`src/rtl/whack_judge_pkg.sv`:
```
// rtl/whack_judge_pkg.sv - shared types, constants and saturating helpers for the whack-a-mole judge
package whack_pkg;

    localparam int NUM_HOLES = 5;
    localparam int POS_W     = 3;
    localparam logic [POS_W-1:0] NO_MOLE = 3'd5;

    typedef enum logic [1:0] {
        IDLE,
        ARMED,
        COOLDOWN
    } state_t;

    // Widths are passed as 32-bit values so the display logic can share these helpers.
    function automatic logic [31:0] sat_inc(input logic [31:0] value, input logic [31:0] max_value);
        return (value >= max_value) ? max_value : value + 32'd1;
    endfunction

    function automatic logic [31:0] sat_dec(input logic [31:0] value);
        return (value == 32'd0) ? 32'd0 : value - 32'd1;
    endfunction

endpackage

```
`src/rtl/whack_judge_if.sv`:
```
// rtl/whack_judge_if.sv - game-side interface of the hit judge (buttons, mole position, score outputs)
interface whack_judge_if #(
    parameter int NUM_HOLES = 5,
    parameter int SCORE_W   = 8
);

    logic                       i_enable;
    logic                       i_clear;
    logic [whack_pkg::POS_W-1:0] i_mole_position;
    logic [NUM_HOLES-1:0]       i_btn;
    logic                       o_change_position;
    logic                       o_hit;
    logic [SCORE_W-1:0]         o_score;
    logic [SCORE_W-1:0]         o_miss;

    modport master (
        output i_enable, i_clear, i_mole_position, i_btn,
        input  o_change_position, o_hit, o_score, o_miss
    );

    modport slave (
        input  i_enable, i_clear, i_mole_position, i_btn,
        output o_change_position, o_hit, o_score, o_miss
    );

endinterface

```
`src/rtl/whack_judge_btn_edge_detect.sv`:
```
// rtl/whack_judge_btn_edge_detect.sv - registers button levels and reports rising edges per bit
module btn_edge_detect #(
    parameter int WIDTH = 5
) (
    input  logic             clk,
    input  logic             rst,
    input  logic [WIDTH-1:0] level,
    output logic [WIDTH-1:0] rise
);

    logic [WIDTH-1:0] level_q;

    always_ff @(posedge clk or posedge rst) begin
        if (rst) begin
            level_q <= '0;
        end else begin
            level_q <= level;
        end
    end

    assign rise = level & ~level_q;

endmodule

```
`src/rtl/whack_judge.sv`:
```
// rtl/whack_judge.sv - judges each button press as hit, wrong press or escape and keeps the score.
// Optional WHACK_MISS_PENALTY_EN: wrong presses also take one point off the score.
module whack_judge #(
    parameter int NUM_HOLES       = whack_pkg::NUM_HOLES,
    parameter int SCORE_W         = 8,
    parameter int COOLDOWN_CYCLES = 1000
) (
    input  logic          i_clk,
    input  logic          i_rst,
    whack_judge_if.slave  bus
);

    import whack_pkg::*;

    localparam int CNT_W = (COOLDOWN_CYCLES > 1) ? $clog2(COOLDOWN_CYCLES) : 1;
    localparam logic [CNT_W-1:0] CNT_LOAD  = CNT_W'(COOLDOWN_CYCLES - 1);
    localparam logic [31:0]      SCORE_MAX = 32'((64'd1 << SCORE_W) - 64'd1);

    state_t               state;
    logic [CNT_W-1:0]     cool_cnt;
    logic [POS_W-1:0]     pos_q;
    logic [NUM_HOLES-1:0] rise;
    logic [NUM_HOLES-1:0] hole_mask;
    logic                 judging;
    logic                 press;
    logic                 hit_ev;
    logic                 wrong_ev;
    logic                 escape_ev;

    btn_edge_detect #(
        .WIDTH (NUM_HOLES)
    ) u_edge (
        .clk   (i_clk),
        .rst   (i_rst),
        .level (bus.i_btn),
        .rise  (rise)
    );

    always_ff @(posedge i_clk or posedge i_rst) begin
        if (i_rst) begin
            pos_q <= NO_MOLE;
        end else begin
            pos_q <= bus.i_mole_position;
        end
    end

    // Judged against pos_q so a press races fairly with a simultaneous mole move.
    assign judging   = bus.i_enable && (state == ARMED) && (32'(pos_q) < NUM_HOLES);
    assign hole_mask = NUM_HOLES'(1) << pos_q;
    assign press     = |rise;
    assign hit_ev    = judging && (rise == hole_mask);
    assign wrong_ev  = judging && press && (rise != hole_mask);
    assign escape_ev = judging && !press && (bus.i_mole_position != pos_q);

    always_ff @(posedge i_clk or posedge i_rst) begin
        if (i_rst) begin
            state                 <= IDLE;
            cool_cnt              <= '0;
            bus.o_change_position <= 1'b0;
            bus.o_hit             <= 1'b0;
            bus.o_score           <= '0;
            bus.o_miss            <= '0;
        end else begin
            bus.o_change_position <= 1'b0;
            bus.o_hit             <= 1'b0;

            if (!bus.i_enable) begin
                state    <= IDLE;
                cool_cnt <= '0;
            end else begin
                case (state)
                    IDLE: begin
                        state <= ARMED;
                    end
                    ARMED: begin
                        if (hit_ev) begin
                            state                 <= COOLDOWN;
                            cool_cnt              <= CNT_LOAD;
                            bus.o_change_position <= 1'b1;
                            bus.o_hit             <= 1'b1;
                        end
                    end
                    COOLDOWN: begin
                        if (cool_cnt == '0) begin
                            state <= ARMED;
                        end else begin
                            cool_cnt <= cool_cnt - 1'b1;
                        end
                    end
                    default: begin
                        state    <= IDLE;
                        cool_cnt <= '0;
                    end
                endcase
            end

            if (bus.i_clear) begin
                bus.o_score <= '0;
                bus.o_miss  <= '0;
            end else begin
                if (hit_ev) begin
                    bus.o_score <= SCORE_W'(sat_inc(32'(bus.o_score), SCORE_MAX));
                end
                if (wrong_ev || escape_ev) begin
                    bus.o_miss <= SCORE_W'(sat_inc(32'(bus.o_miss), SCORE_MAX));
                end
`ifdef WHACK_MISS_PENALTY_EN
                if (wrong_ev) begin
                    bus.o_score <= SCORE_W'(sat_dec(32'(bus.o_score)));
                end
`endif
            end
        end
    end

endmodule

```
`src/flat_wrapper.sv`:
```
// flat-port wrapper written by rule: the top's interface ports become plain ports
module whack_judge_flat import whack_pkg::*;
#(
    parameter int NUM_HOLES       = whack_pkg::NUM_HOLES,
    parameter int SCORE_W         = 8,
    parameter int COOLDOWN_CYCLES = 1000
)
  (i_clk, i_rst, bus_i_enable, bus_i_clear, bus_i_mole_position, bus_i_btn, bus_o_change_position, bus_o_hit, bus_o_score, bus_o_miss);
  whack_judge_if #(.NUM_HOLES(NUM_HOLES), .SCORE_W(SCORE_W)) bus_i ();
  input  logic i_clk;
  input  logic i_rst;
  input wire logic [$bits(bus_i.i_enable)-1:0] bus_i_enable;
  input wire logic [$bits(bus_i.i_clear)-1:0] bus_i_clear;
  input wire logic [$bits(bus_i.i_mole_position)-1:0] bus_i_mole_position;
  input wire logic [$bits(bus_i.i_btn)-1:0] bus_i_btn;
  output wire logic [$bits(bus_i.o_change_position)-1:0] bus_o_change_position;
  output wire logic [$bits(bus_i.o_hit)-1:0] bus_o_hit;
  output wire logic [$bits(bus_i.o_score)-1:0] bus_o_score;
  output wire logic [$bits(bus_i.o_miss)-1:0] bus_o_miss;
  assign bus_i.i_enable = bus_i_enable;
  assign bus_i.i_clear = bus_i_clear;
  assign bus_i.i_mole_position = bus_i_mole_position;
  assign bus_i.i_btn = bus_i_btn;
  assign bus_o_change_position = bus_i.o_change_position;
  assign bus_o_hit = bus_i.o_hit;
  assign bus_o_score = bus_i.o_score;
  assign bus_o_miss = bus_i.o_miss;
  whack_judge #(.NUM_HOLES(NUM_HOLES), .SCORE_W(SCORE_W), .COOLDOWN_CYCLES(COOLDOWN_CYCLES)) u_core (.i_clk(i_clk), .i_rst(i_rst), .bus(bus_i));
endmodule
```
`config.mk`:
```
export PLATFORM = sky130hd
export DESIGN_NAME = whack_judge_flat
export DESIGN_NICKNAME = d
export VERILOG_FILES = /design/src/rtl/whack_judge_pkg.sv /design/src/rtl/whack_judge_if.sv /design/src/rtl/whack_judge_btn_edge_detect.sv /design/src/rtl/whack_judge.sv /design/src/flat_wrapper.sv
export SDC_FILE = /design/constraint.sdc
export NUM_CORES = 1
export LEC_CHECK = 0
export CAP_MARGIN = 10
export CORE_ASPECT_RATIO = 0.5
export CORE_MARGIN = 10
export CORE_UTILIZATION = 31
export DETAILED_ROUTE_END_ITERATION = 10
export SYNTH_ARGS = -nofsm -noshare
export SYNTH_HDL_FRONTEND = slang
export SYNTH_SLANG_ARGS = --single-unit
export TNS_END_PERCENT = 1
```
`constraint.sdc`:
```
create_clock -name i_clk -period 3.35 [get_ports i_clk]
set_input_delay 0.67 -clock i_clk [delete_from_list [all_inputs] [get_ports i_clk]]
set_output_delay 0.67 -clock i_clk [all_outputs]
set_load 0.05 [all_outputs]
```
==> reports/results.ini <==
[critical_path]
cp_data_required_time_ns = 3.48
criticalPathCategory = input port to flip-flop
timing.critical_path.max_delay_family = compound AO/OA/AOI/OAI gates
setup.worst_path.start_class = input port
crit_path_top_delay_cell = a31oi_1
critPathArrivalTime_ns = 2.89
critical_path_buf_inv_count = 1
crit_path_max_fanout = 12
crit_path_cell_trace = clkdlybuf4s50_1 -> nand2b_1 -> and4_1 -> a31o_2 -> a31oi_1 -> nor2b_1 -> a311oi_1
cp_slowest_stage_delay_ns = 0.68
worst_setup_path_end_kind = flip-flop
critical_path_cell_count = 7
reg2regPathDepth = 7

[floorplan]
core_sq_um = 6230
top_level_ports = 30
fp-row-count = 20
dieArea_sq_um = 10400
dieWidth_um = 135
dieHeight_um = 77.4
initial_utilization_pct = 32.7

[cts]
clock_latency_ns = 0.28
maximum_level_of_the_cts_h_tree = 2
cts_tree = done
postCtsHoldBufs = 0
post_cts_setup_buffer_count = 0
post_cts_resize_count = 0
clk_root_buffer_cell = clkbuf_16
clk_transition_reported_paths_ns = 0.06
clock_sinks = 37
cts_buffers = 5
cts.path.max_buffers = 2

[global_route]
antenna_found_initial = 0
grt_overall_usage_pct = 9.21
grt-ovfl-total = 0
grt_first_pass_wirelength_um = 8120
grt_pass1_vias = 1656
grt_max_degree = 38

[sta]
clock_skew_ns = 0.00664
rsz0062_at_grt = no
worst-slew-pin-transition_ns = 0.925
timing.final.crit_share_pct = 82.3
hold_viol_final = 0
tns_ns = 0
worst_slew_margin_rel_pct = 38.0
finalWorstSetupSlack_ns = 0.592
layout_min_cycle_time_ns = 2.76
hold_worst_slack_ns = 0.483
setup_viol = 0
fmaxAchievable_mhz = 363
maxSlewViolCount = 0

[detailed_routing]
avgViaCountPerCell = 5.06
dr_total_vias = 1705
remaining_drc_errors = 0
drt.antenna.violating_nets = 0
dr.first_iter.drc_count = 63
total_wire_length_after_detailed_routing_um = 4640
wl_per_cell_um = 13.8
drt_pass1_iterations = 4

[synth]
synth_seq_area_share_pct = 45.5
synth_enable_flop_cells = 0
distinct_cell_type_count_after_synthesis = 47
yosys_register_bits = 37
syn-num-nets = 236
mappedNetlistArea_sq_um = 2040
synth_flop_cell = dfrtp_1
syn-mean-instance-area_sq_um = 9.36
yosys_warnings = 0
cell_count_after_synthesis = 218
async_flop_share_pct = 100

[run_status]
outcome = finished clean

[final_layout]
multi_input_area_sq_um = 1020
fin_util_pct = 41.2
diode_insertion_count_for_antenna_repair = 0
drive_gt1_share_pct = 9.24
ff_latch_area_sq_um = 928
layout_commonest_cell = dfrtp_1
finish.net_count = 266
mostFrequentLayoutCells = dfrtp_1, clkdlybuf4s50_1, a21oi_1
final.fill_count = 612
areaGrowthSynthToFinish_pct = 26.0

[pwr]
p_switching_uw = 292
combinationalPowerShare_pct = 14.6
power.static_leakage_uw = 0.00105
pwr-share-clk_pct = 43.2
power_density_nw_per_um2 = 441
seqPwrFrac_pct = 42.2
internal-power_uw = 842
power.share.switching_pct = 25.8
ir_worst_vdd_uv = 184

[worst_hold_path]
holdCritPathClass = flip-flop to flip-flop
worst_hold_path.num_cells = 2

[placed_design]
place_worst_setup_slack_ns = 0.330
buffer_ports.inserted = 29
dp.final_hpwl_um = 3360
place_congestion = 0.776

[job]
maxCapViolCount = 0

-- metal layers --
metal / share of wire (%) / routed length, um / track usage, %
met1: 49 / 2280 / 12.2
met2: 46 / 2130 / 13.9
met3: 4.3 / 198 / 2.57
met4: 0.73 / 34 / 3.46
met5: 0 / 0 / 0
-- power by group through the flow --
stage,combinational [uW],sequential (uW),clock (uW)
CTS,166,479,502
finish,165,479,490
floorplan,111,491,0
global placement,163,486,0
detailed placement,165,486,0
global route,184,481,520
-- synth_stat cells, types with 2 or more instances --
| master | n | area, sq um |
|---|---|---|
| ha_1 | 6 | 75.1 |
| nand2b_1 | 5 | 31.3 |
| xnor2_1 | 3 | 26.3 |
| o31ai_1 | 2 | 15.0 |
| a41o_1 | 2 | 20.0 |
| nand3_1 | 9 | 45.0 |
| nand4_1 | 2 | 12.5 |
| and2_1 | 2 | 12.5 |
| a21oi_1 | 22 | 110 |
| nor2_1 | 15 | 56.3 |
| nor3_1 | 7 | 35.0 |
| and3_1 | 7 | 43.8 |
| nor2b_1 | 2 | 12.5 |
| a211oi_1 | 6 | 45.0 |
| and4_1 | 4 | 35.0 |
| dfrtp_1 | 35 | 876 |
| xor2_1 | 3 | 26.3 |
| clkbuf_1 | 4 | 15.0 |
| nand2_1 | 12 | 45.0 |
| dfstp_2 | 2 | 52.6 |
| inv_1 | 13 | 48.8 |
| a311oi_1 | 7 | 61.3 |
| o21ai_0 | 18 | 90.1 |
| a31oi_1 | 7 | 43.8 |
-- state kept, by name, indices dropped and copies added (netlist names) --
register and count:
u_core.bus.o_miss 8, u_core.u_edge.level_q 5, u_core.pos_q 3, u_core.bus.o_hit 1, u_core.bus.o_score 8, u_core.cool_cnt 10
u_core.state 2
-- stage by stage --
| stage | power (uW) | std cells | instance area (sq um) |
|---|---|---|---|
| 6_report | 1130 | 337 | 2570 |
| 5_1_grt | 1190 | 337 | 2570 |
| 3_3_place_gp | 648 | 329 | 2410 |
| 4_1_cts | 1150 | 337 | 2570 |
| 2_1_floorplan | 602 | 218 | 2040 |
| 3_5_place_dp | 651 | 329 | 2410 |
-- final cells by class --
class | instances | share of cell area (%)
Timing Repair Buffer | 31 | 11.9
Clock inverter | 1 | 0.195
Inverter | 14 | 2.04
Multi-Input combinational cell | 159 | 39.5
Clock buffer | 7 | 5.94
Sequential cell | 37 | 36.1
Tap cell | 88 | 4.28
-- worst paths after layout --
path	startpoint	end	slack [ns]
hold / removal	u_core.cool_cnt[1]$_DFFE_PP0P_	u_core.cool_cnt[1]$_DFFE_PP0P_	0.48
hold reg to reg	u_core.cool_cnt[1]$_DFFE_PP0P_	u_core.cool_cnt[1]$_DFFE_PP0P_	0.48
setup / recovery	bus_i_btn[3]	u_core.bus.o_miss[3]$_DFFE_PP0P_	0.59
min in group asynchronous	i_rst	u_core.u_edge.level_q[1]$_DFF_PP0_	0.80
max in group asynchronous	i_rst	u_core.pos_q[2]$_DFF_PP1_	2.17
setup reg to reg	u_core.state[1]$_DFFE_PP0P_	u_core.bus.o_miss[3]$_DFFE_PP0P_	0.64
-- worst reg2reg max path, delay by kind of cell, from the launching register on --
kind	cells	cell delay, ns
AO/OA/AOI/OAI	3	1.08
adder cells (fa/ha/maj)	1	0.42
buffers and inverters	1	0.08
flip-flops	1	0.39
AND/OR/NAND/NOR	2	0.59
-- kinds of logic after synthesis --
logic type,after synthesis,synth area share (%)
AND/OR/NAND/NOR,78,22.0
flip-flops,37,45.5
XOR/XNOR,6,2.58
buffers and inverters,22,4.66
AO/OA/AOI/OAI,67,20.6
multiplexers,2,1.04
adder cells (fa/ha/maj),6,3.68
No activity file was read; power rests on OpenSTA's default activity.
